===== src/rtl/fifo_arb_pkg.sv =====
// rtl/fifo_arb_pkg.sv - shared types and defaults for the FIFO write arbiter
package fifo_arb_pkg;

  typedef enum logic [1:0] {
    ST_IDLE  = 2'd0,
    ST_GRANT = 2'd1,
    ST_XFER  = 2'd2
  } arb_state_e;

  localparam int DATA_W_DEF    = 8;
  localparam int NUM_REQ_DEF   = 4;
  localparam int BURST_MAX_DEF = 4;
  localparam int BURST_CNT_W   = 4;

  // Index width for a requester vector; never below one bit.
  function automatic int idx_width(input int n);
    return (n > 1) ? $clog2(n) : 1;
  endfunction

endpackage


===== src/rtl/rr_priority_pick.sv =====
// rtl/rr_priority_pick.sv - round-robin pick: first set req bit after last_ptr
module rr_priority_pick
  import fifo_arb_pkg::*;
#(
  parameter int NUM_REQ = NUM_REQ_DEF,
  parameter int IDX_W   = idx_width(NUM_REQ)
) (
  input  logic [NUM_REQ-1:0] req,
  input  logic [IDX_W-1:0]   last_ptr,
  output logic [NUM_REQ-1:0] winner,
  output logic [IDX_W-1:0]   winner_idx,
  output logic               found
);

  always_comb begin
    int j;
    j          = 0;
    winner     = '0;
    winner_idx = '0;
    found      = 1'b0;
    // Scan last_ptr+1 .. last_ptr+NUM_REQ so the previous owner is considered last.
    for (int k = 1; k <= NUM_REQ; k++) begin
      j = int'(last_ptr) + k;
      if (j >= NUM_REQ) j = j - NUM_REQ;
      if (!found && req[j]) begin
        found      = 1'b1;
        winner[j]  = 1'b1;
        winner_idx = IDX_W'(j);
      end
    end
  end

endmodule


===== src/rtl/fifo_wr_arbiter.sv =====
// rtl/fifo_wr_arbiter.sv - round-robin burst arbiter in front of a FIFO write port
// Optional statistics counters (wr_count, stall_count) under FIFO_WR_ARB_STATS_EN.
module fifo_wr_arbiter
  import fifo_arb_pkg::*;
#(
  parameter int NUM_REQ   = NUM_REQ_DEF,
  parameter int DATA_W    = DATA_W_DEF,
  parameter int BURST_MAX = BURST_MAX_DEF
) (
  input  logic                      clk_in,
  input  logic                      reset,
  input  logic                      flush,
  input  logic [NUM_REQ-1:0]        req,
  input  logic [NUM_REQ*DATA_W-1:0] req_data,
  input  logic                      fifo_full,
  output logic                      insert,
  output logic [DATA_W-1:0]         data_in,
  output logic [NUM_REQ-1:0]        ack,
  output logic [NUM_REQ-1:0]        grant,
  output logic                      busy
`ifdef FIFO_WR_ARB_STATS_EN
  ,
  output logic [15:0]               wr_count,
  output logic [15:0]               stall_count
`endif
);

  localparam int IDX_W = idx_width(NUM_REQ);
  localparam logic [BURST_CNT_W-1:0] BURST_LAST = BURST_CNT_W'(BURST_MAX - 1);
  localparam logic [IDX_W-1:0] PTR_RESET = IDX_W'(NUM_REQ - 1);

  arb_state_e             state_q, state_d;
  logic [NUM_REQ-1:0]     grant_q, grant_d;
  logic [IDX_W-1:0]       owner_q, owner_d;
  logic [IDX_W-1:0]       last_ptr_q, last_ptr_d;
  logic [BURST_CNT_W-1:0] burst_cnt_q, burst_cnt_d;

  logic [NUM_REQ-1:0]     pick_onehot;
  logic [IDX_W-1:0]       pick_idx;
  logic                   pick_found;
  logic                   owner_req;
  logic [DATA_W-1:0]      owner_data;

  rr_priority_pick #(
    .NUM_REQ (NUM_REQ),
    .IDX_W   (IDX_W)
  ) u_pick (
    .req        (req),
    .last_ptr   (last_ptr_q),
    .winner     (pick_onehot),
    .winner_idx (pick_idx),
    .found      (pick_found)
  );

  assign owner_req  = req[owner_q];
  assign owner_data = req_data[owner_q*DATA_W +: DATA_W];
  assign grant      = grant_q;

  always_ff @(posedge clk_in) begin
    if (!reset) begin
      state_q     <= ST_IDLE;
      grant_q     <= '0;
      owner_q     <= '0;
      last_ptr_q  <= PTR_RESET;
      burst_cnt_q <= '0;
    end else begin
      state_q     <= state_d;
      grant_q     <= grant_d;
      owner_q     <= owner_d;
      last_ptr_q  <= last_ptr_d;
      burst_cnt_q <= burst_cnt_d;
    end
  end

  always_comb begin
    state_d     = state_q;
    grant_d     = grant_q;
    owner_d     = owner_q;
    last_ptr_d  = last_ptr_q;
    burst_cnt_d = burst_cnt_q;
    insert      = 1'b0;
    ack         = '0;
    data_in     = '0;
    busy        = (state_q != ST_IDLE);

    case (state_q)
      ST_IDLE: begin
        if (pick_found) begin
          grant_d = pick_onehot;
          owner_d = pick_idx;
          state_d = ST_GRANT;
        end
      end
      ST_GRANT: begin
        if (owner_req) begin
          state_d = ST_XFER;
        end else begin
          state_d = ST_IDLE;
          grant_d = '0;
        end
      end
      ST_XFER: begin
        // No write in a reset or flush cycle, nor once the owner has let go.
        insert = owner_req & ~fifo_full & ~flush & reset;
        if (insert) begin
          ack         = grant_q;
          data_in     = owner_data;
          burst_cnt_d = burst_cnt_q + 1'b1;
        end
        if (!owner_req || (insert && (burst_cnt_q == BURST_LAST))) begin
          state_d     = ST_IDLE;
          grant_d     = '0;
          burst_cnt_d = '0;
          last_ptr_d  = owner_q;
        end
      end
      default: begin
        state_d     = ST_IDLE;
        grant_d     = '0;
        burst_cnt_d = '0;
      end
    endcase

    if (flush) begin
      state_d     = ST_IDLE;
      grant_d     = '0;
      burst_cnt_d = '0;
      last_ptr_d  = last_ptr_q;
    end
  end

`ifdef FIFO_WR_ARB_STATS_EN
  logic stall_now;
  assign stall_now = (state_q == ST_XFER) && owner_req && fifo_full;

  always_ff @(posedge clk_in) begin
    if (!reset || flush) begin
      wr_count    <= '0;
      stall_count <= '0;
    end else begin
      if (insert)    wr_count    <= wr_count + 16'd1;
      if (stall_now) stall_count <= stall_count + 16'd1;
    end
  end
`endif

endmodule


===== config.mk =====
export PLATFORM = sky130hd
export DESIGN_NAME = fifo_wr_arbiter
export DESIGN_NICKNAME = d
export VERILOG_FILES = /design/src/rtl/fifo_arb_pkg.sv /design/src/rtl/rr_priority_pick.sv /design/src/rtl/fifo_wr_arbiter.sv
export SDC_FILE = /design/constraint.sdc
export NUM_CORES = 1
export LEC_CHECK = 0
export CAP_MARGIN = 5
export CORE_ASPECT_RATIO = 1.5
export CORE_MARGIN = 4
export CORE_UTILIZATION = 45
export CTS_CLUSTER_SIZE = 30
export DETAILED_ROUTE_END_ITERATION = 12
export GPL_TIMING_DRIVEN = 0
export HOLD_SLACK_MARGIN = 0.15
export PLACE_DENSITY = 0.83
export SLEW_MARGIN = 40
export SYNTH_ARGS = -nofsm -noshare
export SYNTH_HDL_FRONTEND = slang
export SYNTH_SLANG_ARGS = --single-unit

===== constraint.sdc =====
create_clock -name clk_in -period 6.4 [get_ports clk_in]
set_input_delay 1.28 -clock clk_in [delete_from_list [all_inputs] [get_ports clk_in]]
set_output_delay 1.28 -clock clk_in [all_outputs]
set_load 0.1 [all_outputs]

==> out/metrics.csv <==
metric,value,unit
status,finished clean,
fin area,0.00201,sq mm
drc violations,0,
gr usage total,21.7,%
Via-to-Cell Ratio,5.75,
Hold Crit Class,register to register,
Required @ worst endpoint,5.12,ns
initial antenna violation count,0,
R2R Setup Slk,3.51,ns
total wire length,4220,um
Max rail drop VDD,0.0000806,V
dpl cell area,0.00196,sq mm
crit-path cells,clkdlybuf4s50_1 -> nor2b_1 -> nand2_1 -> nor4_1 -> clkbuf_1 -> and2_1 -> buf_2,
Routed Antenna Nets,0,
Reg2Reg Depth,8,
Switch Pwr,0.0000718,W
Crit Reg-Reg Endpoint,grant[0],
Critical Path End Type,output pin,
Worst Max-Slew Pin Slew,0.700,ns
Die Wd,54.0,um
Setup CP Type,input pin to output pin,
Worst-Skew Late Latency,0.25,ns
via count,1460,
Yosys warning count,0,
CP startpoint kind,input pin,
post-route clock period utilization,78.3,%
Fin. Hold Viols,0,
number of max-cap violations,0,
Die Span Y,77.0,um
largest net degree at the start of global routing,11,
"Reg clk slew, reported paths",0.06,ns
Sw Ratio,27.4,%
min-delay src,grant[2],
number of global-route vias before repair,1476,
Top delay family on crit path,buffers and inverters,
Cell Rows,24,
area of the mapped netlist,0.00143,sq mm
Root Buffer,clkbuf_8,
reg-to-reg startpoint,last_ptr_q[0],
IO Port Bufs,57,
Sequential Power Share,35.1,%
hpwl dp,3520,um
# diodes,0,
leakage,0.850,nW
Starting Density,48.0,%
setup TNS,0,ns
Slew Limit Fails,0,
combinational share of power,32.0,%
WHS Path Cells,1,
Setup Viol. Count Final,0,
DIE AREA,0.00415,sq mm
WHS Endpoint,grant[2],
core footprint,0.00297,sq mm
cells after synthesis,154,
WP buf/inv,3,
Nets,265,
syn_area_per_cell,9.26,sq um
total grt overflow,0,
drt pass-1 iters,4,
CP Data Arrival Time,3.73,ns
TritonCTS Buffers,3,
FMAX,0.199,GHz
clock skew,0.000201,ns
cts repair resizes,0,
P_int,0.000190,W
Pwr Density,130,mW/mm^2
first-pass GRT wire length,6870,um
power share of the clock group,32.9,%
RSZ-0062 raised after global routing,false,
crit-path max FO,10,
hold_buf cts,0,
"Seq/Total Area, Yosys",19.6,%
slowest CP cell,clkdlybuf4s50_1,
crit-path max cell delay,0.61,ns
Cell variety after synth,42,
DR iter-0 viols,18,
Sinks on Clock Net,14,
CTS tree,built,
GPL Wtd Cong,0.889,
Tmin final,5.01,ns
Layout area overhead,41.0,%
layout cell share with drive strength beyond 1,20.5,%
WL/cell,16.6,um
Setup Buffers After CTS,0,
syn nets,203,
Slew HR,53.3,%
Max Root-Sink Buffers,2,
post-synthesis register bit count,14,
H-tree depth,1,
num ports,58,
-- cell type report --
cell class / instances / area (sq um)
Buffer: 8 / 47.5
Tap cell: 39 / 48.8
Sequential cell: 14 / 280
Inverter: 6 / 22.5
Fill cell: 245 / 962
Multi-Input combinational cell: 126 / 1080
Timing Repair Buffer: 57 / 480
Clock buffer: 4 / 55.1
-- per-stage QoR --
stage               hold WS (ns)  util [%]  cells  total power [W]  worst slack (ns)
detailed placement         0.497      65.8    250         0.000178              1.39
floorplan                  0.476         -    154         0.000143              1.31
CTS                        0.510      67.6    254         0.000263              1.36
finish                     0.500      67.6    254         0.000262              1.39
global route               0.541      67.6    254         0.000276              1.22
global placement           0.496      68.8    250         0.000176             0.726
-- kinds of logic after synthesis --
group           after synthesis  share of synthesized area, %
flops                        14                          19.6
simple gates                 63                          24.8
fa+ha+maj                     9                          7.89
mux                          23                          26.8
compound gates               31                          15.9
buf+inv                      14                          4.91
-- worst reg2reg max path: cells and delay by family (launching register included) --
| family | cells | cell delay, ns |
|---|---|---|
| DFF | 1 | 0.55 |
| AOI/OAI and AO/OA | 3 | 0.64 |
| adders and majority gates | 1 | 0.41 |
| buffers and inverters | 3 | 0.58 |
| muxes | 1 | 0.59 |
-- power groups by stage --
stage | registers [W] | clock network, W | logic, W
floorplan | 0.0000984 | 0 | 0.0000449
global placement | 0.0000939 | 0 | 0.0000823
detailed placement | 0.0000940 | 0 | 0.0000837
CTS | 0.0000921 | 0.0000869 | 0.0000842
global route | 0.0000925 | 0.0000933 | 0.0000899
finish | 0.0000921 | 0.0000862 | 0.0000839
-- synthesized netlist by cell type --
library cell  number  area [sq um]
dfxtp_1           14           280
nand2_1           13          48.8
and2_1            12          75.1
mux4_2            12           270
a21oi_1           10          50.1
ha_1               9           113
mux2i_1            9          90.1
nor2b_1            9          56.3
nor2_1             6          22.5
inv_1              5          18.8
a221o_1            4          40.0
nor3_1             4          20.0
a32oi_1            3          26.3
nand3_1            3          15.0
nand3b_1           3          22.5
nor3b_1            3          22.5
o22ai_1            3          18.8
buf_2              2          10.0
buf_4              2          15.0
clkbuf_1           2          7.51
mux2_2             2          22.5
nor4_1             2          12.5
o21ai_0            2          10.0
o31ai_1            2          15.0
a31o_1             1          8.76
a31oi_1            1          6.26
and3_1             1          6.26
and3b_1            1          8.76
buf_1              1          3.75
buf_6              1          11.3
inv_2              1          3.75
nand2b_1           1          6.26
nand2b_2           1          8.76
nand4_1            1          6.26
nand4b_1           1          8.76
o211ai_1           1          7.51
o21ai_1            1          5.00
o221a_1            1          11.3
o41a_1             1          11.3
o41ai_2            1          16.3
or2_1              1          6.26
or4_1              1          7.51
-- cell usage in the layout, fill, tap and decap left out, drive strengths merged, types with 2 or more instances in the layout --
master / netlist / routed
and2: 12 / 12
buf: 6 / 24
mux2: 2 / 2
a32oi: 3 / 3
nor2b: 9 / 9
clkdlybuf4s50: 0 / 39
nor3: 4 / 4
nand2: 13 / 13
mux4: 12 / 12
a21oi: 10 / 10
o21ai: 3 / 3
nor4: 2 / 2
mux2i: 9 / 9
ha: 9 / 9
clkbuf: 2 / 6
nor2: 6 / 6
nor3b: 3 / 3
nand2b: 2 / 2
o31ai: 2 / 2
nand3: 3 / 3
inv: 6 / 6
dfxtp: 14 / 14
nand3b: 3 / 3
o22ai: 3 / 3
a221o: 4 / 4
-- worst max path at each step --
stage / start / end / slack [ns] / cells past startpoint
6_report: reset / data_in[7] / 1.39 / 7
5_1_grt: reset / data_in[5] / 1.22 / 7
4_1_cts: reset / data_in[7] / 1.36 / 7
3_5_place_dp: reset / data_in[4] / 1.39 / 7
3_3_place_gp: reset / data_in[1] / 0.73 / 7
2_1_floorplan: req[1] / data_in[0] / 1.31 / 5
-- metal layers --
metal | routed length [um] | up-vias | GRT usage, %
li1 | - | 710 | -
met1 | 1530 | 709 | 24.2
met2 | 2490 | 30 | 40.2
met3 | 86 | 11 | 2.33
met4 | 119 | 0 | 7.48
met5 | 0 | - | 0
-- registers in the layout, indices dropped and copies added, names as in the netlist --
name / cells
burst_cnt_q: 4
grant: 4
state_q: 2
owner_q: 2
last_ptr_q: 2
Power figures use the tool's default switching activity.
